--- src/rtl/vid_pattern_gen_if.sv ---
// Parallel RGB video bus from the test-pattern source to the DVI encoder.
// Pixel layout on vid_data is {R,B,G}.
interface vid_pattern_gen_if;
   logic [23:0] vid_data;
   logic        vid_active_video;
   logic        vid_hsync;
   logic        vid_vsync;
   logic        frame_start;

   modport master (
      output vid_data,
      output vid_active_video,
      output vid_hsync,
      output vid_vsync,
      output frame_start
   );

   modport slave (
      input vid_data,
      input vid_active_video,
      input vid_hsync,
      input vid_vsync,
      input frame_start
   );
endinterface

--- src/rtl/vid_pattern_gen.sv ---
// Programmable raster timing generator with four test patterns (bars, ramp, checker, solid).
// All video outputs are registered one cycle after the raster position that produced them.
module vid_pattern_gen #(
   parameter int unsigned H_ACTIVE = 1280,
   parameter int unsigned H_FP     = 110,
   parameter int unsigned H_SYNC   = 40,
   parameter int unsigned H_BP     = 220,
   parameter int unsigned V_ACTIVE = 720,
   parameter int unsigned V_FP     = 5,
   parameter int unsigned V_SYNC   = 5,
   parameter int unsigned V_BP     = 20,
   parameter bit          HS_POL   = 1'b1,
   parameter bit          VS_POL   = 1'b1
) (
   input  logic              PixelClk,
   input  logic              pRst,
   input  logic              enable,
   input  logic [1:0]        pattern_sel,
   input  logic [23:0]       solid_color,
   vid_pattern_gen_if.master vid
);

   localparam int unsigned H_TOTAL = H_ACTIVE + H_FP + H_SYNC + H_BP;
   localparam int unsigned V_TOTAL = V_ACTIVE + V_FP + V_SYNC + V_BP;
   // One spare bit so the exclusive end of every interval is representable.
   localparam int unsigned HW      = $clog2(H_TOTAL + 1);
   localparam int unsigned VW      = $clog2(V_TOTAL + 1);
   localparam int unsigned BAR_W   = H_ACTIVE / 8;

   localparam logic [HW-1:0] H_LAST   = HW'(H_TOTAL - 1);
   localparam logic [HW-1:0] H_ACT    = HW'(H_ACTIVE);
   localparam logic [HW-1:0] HS_BEG   = HW'(H_ACTIVE + H_FP);
   localparam logic [HW-1:0] HS_END   = HW'(H_ACTIVE + H_FP + H_SYNC);
   localparam logic [HW-1:0] BAR_LAST = (BAR_W == 0) ? '0 : HW'(BAR_W - 1);
   localparam logic [VW-1:0] V_LAST   = VW'(V_TOTAL - 1);
   localparam logic [VW-1:0] V_ACT    = VW'(V_ACTIVE);
   localparam logic [VW-1:0] VS_BEG   = VW'(V_ACTIVE + V_FP);
   localparam logic [VW-1:0] VS_END   = VW'(V_ACTIVE + V_FP + V_SYNC);
   localparam logic [3:0]    BAR_NONE = 4'd8;

   typedef enum logic [0:0] {StIdle, StRun} state_t;

   state_t        r_state;
   logic [HW-1:0] r_h;
   logic [VW-1:0] r_v;
   logic [1:0]    r_pat;
   logic [23:0]   r_solid;
   logic [3:0]    r_bar_idx;
   logic [HW-1:0] r_bar_cnt;
   logic [23:0]   r_data;
   logic          r_de;
   logic          r_hs;
   logic          r_vs;
   logic          r_fs;

   logic          w_step;
   logic          w_origin;
   logic          w_h_last;
   logic          w_v_last;
   logic [HW-1:0] w_h_next;
   logic [VW-1:0] w_v_next;
   logic [1:0]    w_pat;
   logic [23:0]   w_solid;
   logic          w_active;
   logic          w_hs_on;
   logic          w_vs_on;
   logic [3:0]    w_bar_idx;
   logic [23:0]   w_bar_rgb;
   logic [7:0]    w_h8;
   logic          w_v_bit5;
   logic [23:0]   w_pixel;

   always_comb begin
      w_step   = (r_state == StRun) || enable;
      w_origin = (r_h == '0) && (r_v == '0);
      w_h_last = (r_h == H_LAST);
      w_v_last = (r_v == V_LAST);
      w_h_next = w_h_last ? '0 : r_h + HW'(1);
      w_v_next = r_v;
      if (w_h_last) begin
         w_v_next = w_v_last ? '0 : r_v + VW'(1);
      end

      // Pattern and colour take effect from the first pixel of a frame.
      w_pat   = w_origin ? pattern_sel : r_pat;
      w_solid = w_origin ? solid_color : r_solid;

      w_active = (r_h < H_ACT) && (r_v < V_ACT);
      w_hs_on  = (r_h >= HS_BEG) && (r_h < HS_END);
      w_vs_on  = (r_v >= VS_BEG) && (r_v < VS_END);

      w_bar_idx = (BAR_W == 0) ? BAR_NONE : r_bar_idx;
      case (w_bar_idx)
         4'd0:    w_bar_rgb = 24'hFFFFFF;
         4'd1:    w_bar_rgb = 24'hFF00FF;
         4'd2:    w_bar_rgb = 24'h00FFFF;
         4'd3:    w_bar_rgb = 24'h0000FF;
         4'd4:    w_bar_rgb = 24'hFFFF00;
         4'd5:    w_bar_rgb = 24'hFF0000;
         4'd6:    w_bar_rgb = 24'h00FF00;
         default: w_bar_rgb = 24'h000000;
      endcase

      w_h8     = 8'(r_h);
      w_v_bit5 = |(32'(r_v) & 32'd32);

      unique case (w_pat)
         2'd0: w_pixel = w_bar_rgb;
         2'd1: w_pixel = {w_h8, w_h8, w_h8};
         2'd2: w_pixel = (w_h8[5] ^ w_v_bit5) ? 24'h000000 : 24'hFFFFFF;
         2'd3: w_pixel = w_solid;
      endcase
      if (!w_active) begin
         w_pixel = '0;
      end
   end

   always_ff @(posedge PixelClk) begin
      if (pRst) begin
         r_state   <= StIdle;
         r_h       <= '0;
         r_v       <= '0;
         r_pat     <= '0;
         r_solid   <= '0;
         r_bar_idx <= '0;
         r_bar_cnt <= '0;
         r_data    <= '0;
         r_de      <= 1'b0;
         r_hs      <= ~HS_POL;
         r_vs      <= ~VS_POL;
         r_fs      <= 1'b0;
      end else if (w_step) begin
         r_data  <= w_pixel;
         r_de    <= w_active;
         r_hs    <= w_hs_on ? HS_POL : ~HS_POL;
         r_vs    <= w_vs_on ? VS_POL : ~VS_POL;
         r_fs    <= w_origin && w_active;
         r_pat   <= w_pat;
         r_solid <= w_solid;
         r_h     <= w_h_next;
         r_v     <= w_v_next;
         // Only a frame boundary with enable low stops the raster.
         r_state <= (w_h_last && w_v_last && !enable) ? StIdle : StRun;
         if (w_h_last) begin
            r_bar_idx <= '0;
            r_bar_cnt <= '0;
         end else if (r_bar_cnt == BAR_LAST) begin
            r_bar_cnt <= '0;
            r_bar_idx <= (r_bar_idx == BAR_NONE) ? BAR_NONE : r_bar_idx + 4'd1;
         end else begin
            r_bar_cnt <= r_bar_cnt + HW'(1);
         end
      end else begin
         r_data <= '0;
         r_de   <= 1'b0;
         r_hs   <= ~HS_POL;
         r_vs   <= ~VS_POL;
         r_fs   <= 1'b0;
      end
   end

   assign vid.vid_data         = r_data;
   assign vid.vid_active_video = r_de;
   assign vid.vid_hsync        = r_hs;
   assign vid.vid_vsync        = r_vs;
   assign vid.frame_start      = r_fs;

endmodule

--- src/flat_wrapper.sv ---
// flat-port wrapper written by rule: the top's interface ports become plain ports
module vid_pattern_gen_flat 
#(
   parameter int unsigned H_ACTIVE = 1280,
   parameter int unsigned H_FP     = 110,
   parameter int unsigned H_SYNC   = 40,
   parameter int unsigned H_BP     = 220,
   parameter int unsigned V_ACTIVE = 720,
   parameter int unsigned V_FP     = 5,
   parameter int unsigned V_SYNC   = 5,
   parameter int unsigned V_BP     = 20,
   parameter bit          HS_POL   = 1'b1,
   parameter bit          VS_POL   = 1'b1
)
  (PixelClk, pRst, enable, pattern_sel, solid_color, vid_vid_data, vid_vid_active_video, vid_vid_hsync, vid_vid_vsync, vid_frame_start);
  vid_pattern_gen_if vid_i ();
  input  logic PixelClk;
  input  logic pRst;
  input  logic enable;
  input  logic [1:0] pattern_sel;
  input  logic [23:0] solid_color;
  output wire logic [$bits(vid_i.vid_data)-1:0] vid_vid_data;
  output wire logic [$bits(vid_i.vid_active_video)-1:0] vid_vid_active_video;
  output wire logic [$bits(vid_i.vid_hsync)-1:0] vid_vid_hsync;
  output wire logic [$bits(vid_i.vid_vsync)-1:0] vid_vid_vsync;
  output wire logic [$bits(vid_i.frame_start)-1:0] vid_frame_start;
  assign vid_vid_data = vid_i.vid_data;
  assign vid_vid_active_video = vid_i.vid_active_video;
  assign vid_vid_hsync = vid_i.vid_hsync;
  assign vid_vid_vsync = vid_i.vid_vsync;
  assign vid_frame_start = vid_i.frame_start;
  vid_pattern_gen #(.H_ACTIVE(H_ACTIVE), .H_FP(H_FP), .H_SYNC(H_SYNC), .H_BP(H_BP), .V_ACTIVE(V_ACTIVE), .V_FP(V_FP), .V_SYNC(V_SYNC), .V_BP(V_BP), .HS_POL(HS_POL), .VS_POL(VS_POL)) u_core (.PixelClk(PixelClk), .pRst(pRst), .enable(enable), .pattern_sel(pattern_sel), .solid_color(solid_color), .vid(vid_i));
endmodule
--- config.mk ---
export PLATFORM = sky130hd
export DESIGN_NAME = vid_pattern_gen_flat
export DESIGN_NICKNAME = d
export VERILOG_FILES = /design/src/rtl/vid_pattern_gen_if.sv /design/src/rtl/vid_pattern_gen.sv /design/src/flat_wrapper.sv
export SDC_FILE = /design/constraint.sdc
export NUM_CORES = 1
export LEC_CHECK = 0
export CORE_MARGIN = 3
export CORE_UTILIZATION = 57
export DETAILED_ROUTE_END_ITERATION = 10
export GPL_ROUTABILITY_DRIVEN = 0
export HOLD_SLACK_MARGIN = 0.08
export MAX_ROUTING_LAYER = met4
export PLACE_DENSITY_LB_ADDON = 0.08
export RECOVER_POWER = 25
export SYNTH_ARGS = -nofsm -noshare
export SYNTH_HDL_FRONTEND = slang
export SYNTH_SLANG_ARGS = --single-unit
--- constraint.sdc ---
create_clock -name PixelClk -period 2.84 [get_ports PixelClk]
set_input_delay 0.852 -clock PixelClk [delete_from_list [all_inputs] [get_ports PixelClk]]
set_output_delay 0.852 -clock PixelClk [all_outputs]
set_load 0.1 [all_outputs]
==> out/results.ini <==
[outcome]
status = complete, no violations

[timing]
setup_ws_ns = 0.338
period_needed_ns = 2.50
finClkSkew_ns = 0.0150
finalSetupViolCount = 0
clock.fmax_ghz = 0.400
fin_hold_ws_ns = 0.481
maxSlewHeadroom_pct = 21.7
worst_pin_slew_ns = 1.18
fin_crit_sh_pct = 88.1
slew_viol_final = 0
rsz0062_at_grt = no
hold_violations = 0
setup_tns_ns = 0

[global_route]
grt_first_pass_wirelength_mm = 23.6
first_global_vias = 4718
overflow = 0
grt_usage_pct = 29.6
grt_max_degree = 43
antenna_found_initial = 0

[power]
p_sw_mw = 1.13
p_seq_share_pct = 44.6
combPwrFrac_pct = 27.1
intPower_mw = 2.02
peakVddDrop_v = 0.000307
swShare_pct = 35.9
clock_power_share_pct = 28.3
leakage_nw = 2.11
p_per_area_nw_per_um2 = 534

[worst_hold_path]
holdCritPathClass = reg -> reg

[route]
wirelength_mm = 14.4
postRouteAntennaNets = 0
vias_per_cell = 6.70
vias = 4867
post_drt_wl_per_cell_um = 19.8
drc_errors = 0
drt_iter0_markers = 321
first_pass_iters = 5

[placement]
io_buffers = 56
dp_hpwl_mm = 9.29
pre_cts_ws_ns = 0.107
dpl_cell_area_um2 = 5820

[worst_setup_path]
cp.arrival_ns = 2.72
timing.rr.end = u_core.r_bar_idx[0]
path_cells = or4_1 -> or4_1 -> a21oi_1 -> o32ai_1
r2r_start = u_core.r_bar_cnt[6]
slowest_stage = a21oi_1
start_kind = register
cp_max_fo = 12
cp.depth = 4
r2r_cells = 4
criticalPathCategory = reg -> reg
path_buf_inv = 0
rrSetupSlack_ns = 0.34
cp.required_ns = 3.05
cpLargestDelayFamily = simple AND/OR/NAND/NOR gates
cpPeakStageDelay_ns = 0.81
endpoint_kind = register
endpoint = u_core.r_bar_idx[0]
cpMostUsedCell = or4_1
critPathLaunch = u_core.r_bar_cnt[6]

[synthesis]
synth.distinct_cells = 51
yosysMostFrequentCell = dfxtp_1
yosys_warnings = 0
seq_area_frac_synth_pct = 35.1
ys_ff_latch = 91
syn_area_um2 = 5190
syn_nets = 619
synth_enable_flop_cells = 0
synthArstFlopShare_pct = 0
synthTopCellsByArea = dfxtp_1 (35%), mux4_2 (14%), a21oi_1 (5.5%), nand3_1 (5.3%), o21ai_0 (5.2%)
synth_ff_type = dfxtp_1
synth_cells = 578
yosys-top-cells-count = dfxtp_1 (91), a21oi_1 (57), nand3_1 (55), o21ai_0 (54), clkbuf_1 (47)
yosysTopAreaCell = dfxtp_1
synth_area_per_cell_um2 = 8.97
synth_top_area_share_pct = 35.1

[clock_tree]
cts_root_buf = clkbuf_8
post_cts_resize_count = 0
clk_latency_ns = 0.37
hold_buffers = 0
clkSinkCount = 91
postCtsSetupRepairBufs = 0
cts_buffer_depth = 2
tritoncts = yes
cts-htree-levels = 3
clk_pin_slew_ns = 0.09
cts_buffers = 9

[floorplanning]
die_x_um = 101
initial_core_util_pct = 59.2
ioPinCount = 57
fp.dieArea_um2 = 10300
die_h_um = 101
coreArea_um2 = 8760
rows = 34

[finish]
syn_to_final_growth_pct = 14.1
drive_gt1_share_pct = 16.0
fillers = 757
diodes = 0
finish.instance_area_um2 = 5920
nets = 654

[flow_run]
maxCapViolations = 0

cell usage in the layout, fill, tap and decap left out, drive strengths merged, types with 2 or more instances in the layout:
| master | n |
|---|---|
| o21ai | 54 |
| nand4 | 10 |
| inv | 15 |
| xnor2 | 12 |
| clkinvlp | 3 |
| ha | 12 |
| mux4 | 32 |
| a31oi | 5 |
| buf | 27 |
| clkinv | 2 |
| and3 | 4 |
| o21ba | 2 |
| o211a | 9 |
| dfxtp | 91 |
| a21oi | 57 |
| o211ai | 4 |
| mux2i | 2 |
| o32ai | 2 |
| or3 | 5 |
| nand2 | 40 |
| or4b | 2 |
| xor2 | 8 |
| nand3 | 55 |
| clkbuf | 37 |
| clkdlybuf4s50 | 27 |
| and4 | 3 |
| a311oi | 9 |
| nor4 | 11 |
| nor3 | 14 |
| nor2 | 23 |
| mux2 | 14 |
| a32oi | 2 |
| or4 | 8 |
power groups by stage:
stage	combinational (mW)	clock [mW]	sequential (mW)
after floorplan	0.370	0	1.71
after global placement	0.872	0	1.43
after detailed placement	0.887	0	1.44
after CTS	0.889	0.911	1.41
after global routing	0.912	0.969	1.42
final	0.856	0.895	1.41
worst min-delay path by stage:
stage / startpoint / end / depth (start not counted)
2_1_floorplan: u_core.r_solid[0] / u_core.r_solid[0] / 2
3_5_place_dp: u_core.r_solid[4] / u_core.r_solid[4] / 2
6_report: u_core.r_solid[3] / u_core.r_solid[3] / 2
5_1_grt: u_core.r_solid[22] / u_core.r_solid[22] / 2
4_1_cts: u_core.r_solid[11] / u_core.r_solid[11] / 2
3_3_place_gp: u_core.r_solid[8] / u_core.r_solid[8] / 2
worst min-delay path, delay by kind of cell (launching register included):
family          cells  cell delay, ns
flops               1            0.32
compound gates      2            0.12
layout make-up:
cell class,instances,area (um2),area share [%]
multi-input combinational,415,3100,52.3
sequential,91,1820,30.8
timing repair buffer,82,613,10.4
tap,108,135,2.28
clock buffer,9,124,2.09
clock inverter,7,75.1,1.27
inverter,14,52.6,0.888
logic make-up after synthesis:
logic type | count (synthesis) | synth area share [%]
flops | 91 | 35.1
fa+ha+maj | 12 | 2.89
xor+xnor | 20 | 3.38
simple gates | 185 | 18.7
buf+inv | 72 | 5.45
mux | 48 | 17.3
compound gates | 150 | 17.1
per-layer routing:
layer	global-route usage [%]	part of all wire (%)	routed length (um)
met3	5.85	8.0	1160
met5	-	0	0
met4	7.87	1.2	175
met2	46.4	49	7040
met1	39.4	42	6000
registers in the layout, summed over array words and instances (netlist names), 2 cells and up:
| name | flops |
|---|---|
| u_core.r_bar_cnt | 11 |
| u_core.r_bar_idx | 4 |
| u_core.r_h | 11 |
| u_core.r_pat | 2 |
| u_core.r_solid | 24 |
| u_core.r_v | 10 |
| u_core.vid.vid_data | 24 |
through the flow:
step / total power [mW] / util, % / instances
2_1_floorplan: 2.09 / - / 578
3_3_place_gp: 2.30 / 66.5 / 710
3_5_place_dp: 2.32 / 66.5 / 710
4_1_cts: 3.21 / 68.7 / 726
5_1_grt: 3.30 / 67.5 / 726
6_report: 3.16 / 67.5 / 726
No activity file was read; power rests on OpenSTA's default activity.
